`src/rtl/dac_spi_readback_if.sv`:
```
// Read-request and SPI bus bundle for the DAC60508MC read engine.
// master: engine side (rd_* status, SPI pins, bus_req); slave: requester/mux/DAC side.
interface dac_spi_readback_if;
  logic        rd_req;
  logic [3:0]  rd_addr;
  logic        busy;
  logic        rd_valid;
  logic [15:0] rd_data;
  logic        rd_err;
  logic        bus_req;
  logic        bus_gnt;
  logic        CS;
  logic        SCLK;
  logic        MOSI;
  logic        MISO;

  modport master (
    input  rd_req, rd_addr, bus_gnt, MISO,
    output busy, rd_valid, rd_data, rd_err,
    output bus_req, CS, SCLK, MOSI
  );

  modport slave (
    output rd_req, rd_addr, bus_gnt, MISO,
    input  busy, rd_valid, rd_data, rd_err,
    input  bus_req, CS, SCLK, MOSI
  );
endinterface

```
`src/rtl/dac_spi_readback.sv`:
```
// Two-frame SPI register read engine (read command, then NOP response) for the DAC60508MC.
// Ports: clk, rst_n (async low), bus (dac_spi_readback_if.master: rd_*, bus_req/gnt, CS/SCLK/MOSI/MISO).
module dac_spi_readback #(
  parameter int HALF_DIV = 4,
  parameter int CS_GAP   = 8
) (
  input  logic               clk,
  input  logic               rst_n,
  dac_spi_readback_if.master bus
);

  localparam logic [2:0] S_IDLE = 3'd0;
  localparam logic [2:0] S_REQ  = 3'd1;
  localparam logic [2:0] S_CMD  = 3'd2;
  localparam logic [2:0] S_GAP  = 3'd3;
  localparam logic [2:0] S_RESP = 3'd4;
  localparam logic [2:0] S_DONE = 3'd5;

  localparam int GW = $clog2(CS_GAP);
  localparam logic [7:0]    PH_LAST  = 8'(HALF_DIV - 1);
  localparam logic [GW-1:0] GAP_LAST = GW'(CS_GAP - 1);
  localparam logic [4:0]    BIT_LAST = 5'd23;

  logic [2:0]    state_q, state_d;
  logic [3:0]    addr_q, addr_d;
  logic [7:0]    ph_q, ph_d;
  logic          lo_q, lo_d;
  logic [4:0]    bit_q, bit_d;
  logic [GW-1:0] gap_q, gap_d;
  // The first of the 24 response bits never reaches an output,
  // so only the trailing 23 are kept.
  logic [22:0]   shift_q, shift_d;
  logic          cs_q, cs_d;
  logic          sclk_q, sclk_d;
  logic          mosi_q, mosi_d;
  logic          busy_q, busy_d;
  logic          valid_q, valid_d;
  logic [15:0]   data_q, data_d;
  logic          err_q, err_d;
  logic [23:0]   cmd_word;
  logic          frame_d;

  always_comb begin
    state_d  = state_q;
    addr_d   = addr_q;
    ph_d     = ph_q;
    lo_d     = lo_q;
    bit_d    = bit_q;
    gap_d    = gap_q;
    shift_d  = shift_q;
    data_d   = data_q;
    err_d    = err_q;
    cmd_word = {1'b1, 3'b000, addr_q, 16'h0000};

    unique case (state_q)
      S_IDLE: begin
        if (bus.rd_req) begin
          state_d = S_REQ;
          addr_d  = bus.rd_addr;
        end
      end
      S_REQ: begin
        if (bus.bus_gnt) begin
          state_d = S_CMD;
          ph_d    = '0;
          lo_d    = 1'b0;
          bit_d   = '0;
        end
      end
      S_CMD, S_RESP: begin
        if (ph_q != PH_LAST) begin
          ph_d = ph_q + 8'd1;
        end else if (!lo_q) begin
          // High phase over: SCLK falls next, MISO taken on this edge.
          ph_d = '0;
          lo_d = 1'b1;
          if (state_q == S_RESP) shift_d = {shift_q[21:0], bus.MISO};
        end else if (bit_q != BIT_LAST) begin
          ph_d  = '0;
          lo_d  = 1'b0;
          bit_d = bit_q + 5'd1;
        end else begin
          ph_d  = '0;
          lo_d  = 1'b0;
          bit_d = '0;
          gap_d = '0;
          if (state_q == S_CMD) begin
            state_d = S_GAP;
          end else begin
            state_d = S_DONE;
            data_d  = shift_q[15:0];
            err_d   = (shift_q[19:16] != addr_q);
          end
        end
      end
      S_GAP: begin
        if (gap_q == GAP_LAST) begin
          state_d = S_RESP;
          ph_d    = '0;
          lo_d    = 1'b0;
          bit_d   = '0;
        end else begin
          gap_d = gap_q + GW'(1);
        end
      end
      S_DONE: state_d = S_IDLE;
      default: state_d = S_IDLE;
    endcase

    // Pins are registered from the next-state view so they change cleanly.
    frame_d = (state_d == S_CMD) || (state_d == S_RESP);
    cs_d    = !frame_d;
    sclk_d  = frame_d ? !lo_d : 1'b1;
    mosi_d  = (state_d == S_CMD) ? cmd_word[BIT_LAST - bit_d] : 1'b0;
    busy_d  = (state_d != S_IDLE);
    valid_d = (state_d == S_DONE);
  end

  always_ff @(posedge clk or negedge rst_n) begin
    if (!rst_n) begin
      state_q <= S_IDLE;
      addr_q  <= '0;
      ph_q    <= '0;
      lo_q    <= 1'b0;
      bit_q   <= '0;
      gap_q   <= '0;
      shift_q <= '0;
      cs_q    <= 1'b1;
      sclk_q  <= 1'b1;
      mosi_q  <= 1'b0;
      busy_q  <= 1'b0;
      valid_q <= 1'b0;
      data_q  <= '0;
      err_q   <= 1'b0;
    end else begin
      state_q <= state_d;
      addr_q  <= addr_d;
      ph_q    <= ph_d;
      lo_q    <= lo_d;
      bit_q   <= bit_d;
      gap_q   <= gap_d;
      shift_q <= shift_d;
      cs_q    <= cs_d;
      sclk_q  <= sclk_d;
      mosi_q  <= mosi_d;
      busy_q  <= busy_d;
      valid_q <= valid_d;
      data_q  <= data_d;
      err_q   <= err_d;
    end
  end

  assign bus.CS       = cs_q;
  assign bus.SCLK     = sclk_q;
  assign bus.MOSI     = mosi_q;
  assign bus.busy     = busy_q;
  assign bus.bus_req  = busy_q;
  assign bus.rd_valid = valid_q;
  assign bus.rd_data  = data_q;
  assign bus.rd_err   = err_q;

endmodule

```
`src/flat_wrapper.sv`:
```
// flat-port wrapper written by rule: the top's interface ports become plain ports
module dac_spi_readback_flat 
#(
  parameter int HALF_DIV = 4,
  parameter int CS_GAP   = 8
)
  (clk, rst_n, bus_rd_req, bus_rd_addr, bus_bus_gnt, bus_MISO, bus_busy, bus_rd_valid, bus_rd_data, bus_rd_err, bus_bus_req, bus_CS, bus_SCLK, bus_MOSI);
  dac_spi_readback_if bus_i ();
  input  logic clk;
  input  logic rst_n;
  input wire logic [$bits(bus_i.rd_req)-1:0] bus_rd_req;
  input wire logic [$bits(bus_i.rd_addr)-1:0] bus_rd_addr;
  input wire logic [$bits(bus_i.bus_gnt)-1:0] bus_bus_gnt;
  input wire logic [$bits(bus_i.MISO)-1:0] bus_MISO;
  output wire logic [$bits(bus_i.busy)-1:0] bus_busy;
  output wire logic [$bits(bus_i.rd_valid)-1:0] bus_rd_valid;
  output wire logic [$bits(bus_i.rd_data)-1:0] bus_rd_data;
  output wire logic [$bits(bus_i.rd_err)-1:0] bus_rd_err;
  output wire logic [$bits(bus_i.bus_req)-1:0] bus_bus_req;
  output wire logic [$bits(bus_i.CS)-1:0] bus_CS;
  output wire logic [$bits(bus_i.SCLK)-1:0] bus_SCLK;
  output wire logic [$bits(bus_i.MOSI)-1:0] bus_MOSI;
  assign bus_i.rd_req = bus_rd_req;
  assign bus_i.rd_addr = bus_rd_addr;
  assign bus_i.bus_gnt = bus_bus_gnt;
  assign bus_i.MISO = bus_MISO;
  assign bus_busy = bus_i.busy;
  assign bus_rd_valid = bus_i.rd_valid;
  assign bus_rd_data = bus_i.rd_data;
  assign bus_rd_err = bus_i.rd_err;
  assign bus_bus_req = bus_i.bus_req;
  assign bus_CS = bus_i.CS;
  assign bus_SCLK = bus_i.SCLK;
  assign bus_MOSI = bus_i.MOSI;
  dac_spi_readback #(.HALF_DIV(HALF_DIV), .CS_GAP(CS_GAP)) u_core (.clk(clk), .rst_n(rst_n), .bus(bus_i));
endmodule
```
`config.mk`:
```
export PLATFORM = sky130hd
export DESIGN_NAME = dac_spi_readback_flat
export DESIGN_NICKNAME = d
export VERILOG_FILES = /design/src/rtl/dac_spi_readback_if.sv /design/src/rtl/dac_spi_readback.sv /design/src/flat_wrapper.sv
export SDC_FILE = /design/constraint.sdc
export NUM_CORES = 1
export LEC_CHECK = 0
export CAP_MARGIN = 5
export CORE_MARGIN = 1.5
export CORE_UTILIZATION = 60
export CTS_CLUSTER_SIZE = 8
export DETAILED_ROUTE_END_ITERATION = 8
export PLACE_DENSITY_LB_ADDON = 0.2
export SYNTH_ARGS = -nofsm -noshare
export SYNTH_HDL_FRONTEND = slang
export SYNTH_SLANG_ARGS = --single-unit
```
`constraint.sdc`:
```
create_clock -name clk -period 7.55 [get_ports clk]
set_clock_uncertainty 0.05 [all_clocks]
set_input_delay 0.755 -clock clk [delete_from_list [all_inputs] [get_ports clk]]
set_output_delay 0.755 -clock clk [all_outputs]
set_load 0.01 [all_outputs]
```
==> results.yml <==
placement:
  port_buffers: 31
  gp_congestion: 0.867
  dp_hpwl_um: 3370
  dpl.cell_count: 323
logic_synthesis:
  synth_compound_gate_area_share_pct: 7.64
  synth.top_cells.by_area: "dfrtp_1, mux2_2, ha_1"
  yosysUniqueCellTypes: 46
  synth-xor-area-share_pct: 2.91
  yosysTopAreaCell: "dfrtp_1"
  async_flop_share_pct: 100
  synthSimpleGateAreaFrac_pct: 13.2
  synthesis.nets: 247
  ys.flop_type: "dfrtp_1"
  synth-adder-area-share_pct: 2.11
  synthMuxAreaShare_pct: 15.6
  synth_seq_cells: 66
  synthesis.area_um2: 2970
  synth_top_area_share_pct: 54.0
  yosys.cell_count.top_type: "dfrtp_1"
  netlist_instances: 233
  yosys_warnings: 0
  seq_area_frac_synth_pct: 55.8
  synth_edf_count: 0
  synth_top_family_by_area: "multiplexers"
  synth_common_cells: "dfrtp_1, mux2_2, nor2_1"
  syn_area_per_cell_um2: 12.7
critical_path:
  worstSetupEndpointType: "register"
  critPathLaunchType: "register"
  critPathMaxFanout: 20
  arrival_ns: 3.17
  critPathKind: "register to register"
  critPathRequiredTime_ns: 7.71
detailed_routing:
  drt-initial-drc-count: 103
  dr_total_vias: 1905
  wl_um: 5180
  ant_nets: 0
  viasPerCell: 5.62
  drtPass1Iterations: 4
  drc_errors: 0
  routedWlPerCell_um: 15.3
finish:
  drive_gt1_share_pct: 25.0
  instances_no_fill: 339
  regArea_um2: 1650
  multiInputGateArea_um2: 1230
  final_nets: 281
  fill_cells: 335
  area_growth_pct: 18.8
  layout.core_utilization_pct: 74.1
  antenna_cells: 0
pwr:
  ir_drop_mv: 0.154
  p_per_area_nw_per_um2: 193
  leakage_uw: 0.00169
timing:
  finalCriticalPeriod_ns: 3.01
  tns_ns: 0
  hold_violations: 0
  fmax_ghz: 0.332
  rsz0062_at_grt: "no"
  worst_pin_slew_ns: 1.15
  slew_viol_final: 0
  min_period_over_period_pct: 39.9
  setup-violations-final: 0
  holdWs_ns: 0.456
  slew_headroom_pct: 22.4
cts:
  postCtsSetupRepairBufs: 0
  ctsLongestPathBuffers: 2
  holdBufCountCts: 0
  cts_sinks: 66
  clkLatencyLatePin_ns: 0.33
  cts_tree: "built"
  cts_made_buffers: 9
  clk_pin_slew_ns: 0.07
  htreeDepth: 3
  cts_resized: 0
  cts_root_buf: "clkbuf_8"
floorplan:
  io_pins: 32
  die_area_um2: 5370
  die_x_um: 73.3
  core-area_um2: 4750
  die_y_um: 73.3
  row_count: 25
  initial_core_util_pct: 62.4
global_routing:
  antenna_found_initial: 0
  track_usage_pct: 22.2
  overflow: 0
  grt_max_degree: 67
  grt_pass1_wl_um: 8900
  grt_pass1_vias: 1968
job:
  drv_cap: 0
outcome:
  status: "finished, final reports clean"
min_path:
  hp-class: "register to register"
## logic make-up after synthesis
kind of cell	after synthesis
buffers and inverters	17
multiplexers	41
AO/OA/AOI/OAI	30
flip-flops	66
XOR/XNOR	9
AND/OR/NAND/NOR	65
adder cells (fa/ha/maj)	5
## critical path, stage by stage, from the launching register on
cell and delay [ns]:
dfrtp_1 0.40, ha_1 0.25, nor4b_4 0.38, nor4b_1 0.41, ha_1 0.22, and3_1 0.76, mux2_2 0.42
## cells in the final DEF (no fill, tap or decap), drive strengths merged, types with 4 or more instances in the layout
cell type / count
nand3: 9
a22o: 5
xor2: 6
nor2: 16
a21oi: 4
nand2: 11
ha: 5
o21ai: 4
a21o: 5
dfrtp: 64
clkdlybuf4s50: 30
clkbuf: 13
nor4b: 5
mux2: 41
inv: 8
## path summary, 6_finish.rpt
check	start	endpoint	slack [ns]	cells after the start
max	u_core.ph_q[0]	u_core.shift_q[2]	4.54	6
min	u_core.bus.rd_data[3]	u_core.bus.rd_data[3]	0.46	1
max reg2reg	u_core.ph_q[0]	u_core.shift_q[2]	4.54	6
min reg2reg	u_core.bus.rd_data[3]	u_core.bus.rd_data[3]	0.46	1
max in group asynchronous	rst_n	u_core.ph_q[4]	6.37	2
min in group asynchronous	rst_n	u_core.bus.bus_req	0.54	2
## through the flow
stage          area (um2)  power [uW]  worst slack [ns]
6_report             3520         679              4.54
5_1_grt              3520         701              4.32
4_1_cts              3520         688              4.51
3_5_place_dp         3310         378              4.53
3_3_place_gp         3310         378              4.70
2_1_floorplan        2970         365              5.11
## final cells by class
cell class,count,area share (%)
Clock buffer,13,4.79
Clock inverter,3,1.31
Inverter,8,0.852
Multi-Input combinational cell,150,34.8
Sequential cell,66,46.9
Tap cell,67,2.38
Timing Repair Buffer,32,8.88
## where the power goes
part	total (uW)	switching, uW	internal [uW]
logic	14.8	8.72	6.04
registers	356	1.26	355
clock network	308	127	180
## flip-flops by register name, summed over array words and instances, names as in the netlist
signal,count
u_core.bus.rd_valid,1
u_core.gap_q,3
u_core.bus.rd_err,1
u_core.shift_q,20
u_core.bus.rd_data,16
u_core.lo_q,1
u_core.bus.MOSI,1
u_core.state_q,3
u_core.addr_q,4
u_core.bus.SCLK,1
u_core.bus.bus_req,1
u_core.bus.CS,1
u_core.ph_q,8
u_core.bit_q,5
## metal layers
layer | up-vias | part of all wire, % | track usage (%)
met3 | 12 | 4.3 | 7.00
li1 | 914 | - | -
met2 | 43 | 48 | 34.6
met5 | - | 0 | 0
met1 | 936 | 46 | 27.7
met4 | 0 | 2.4 | 11.7
(Power assumes the default switching activity.)
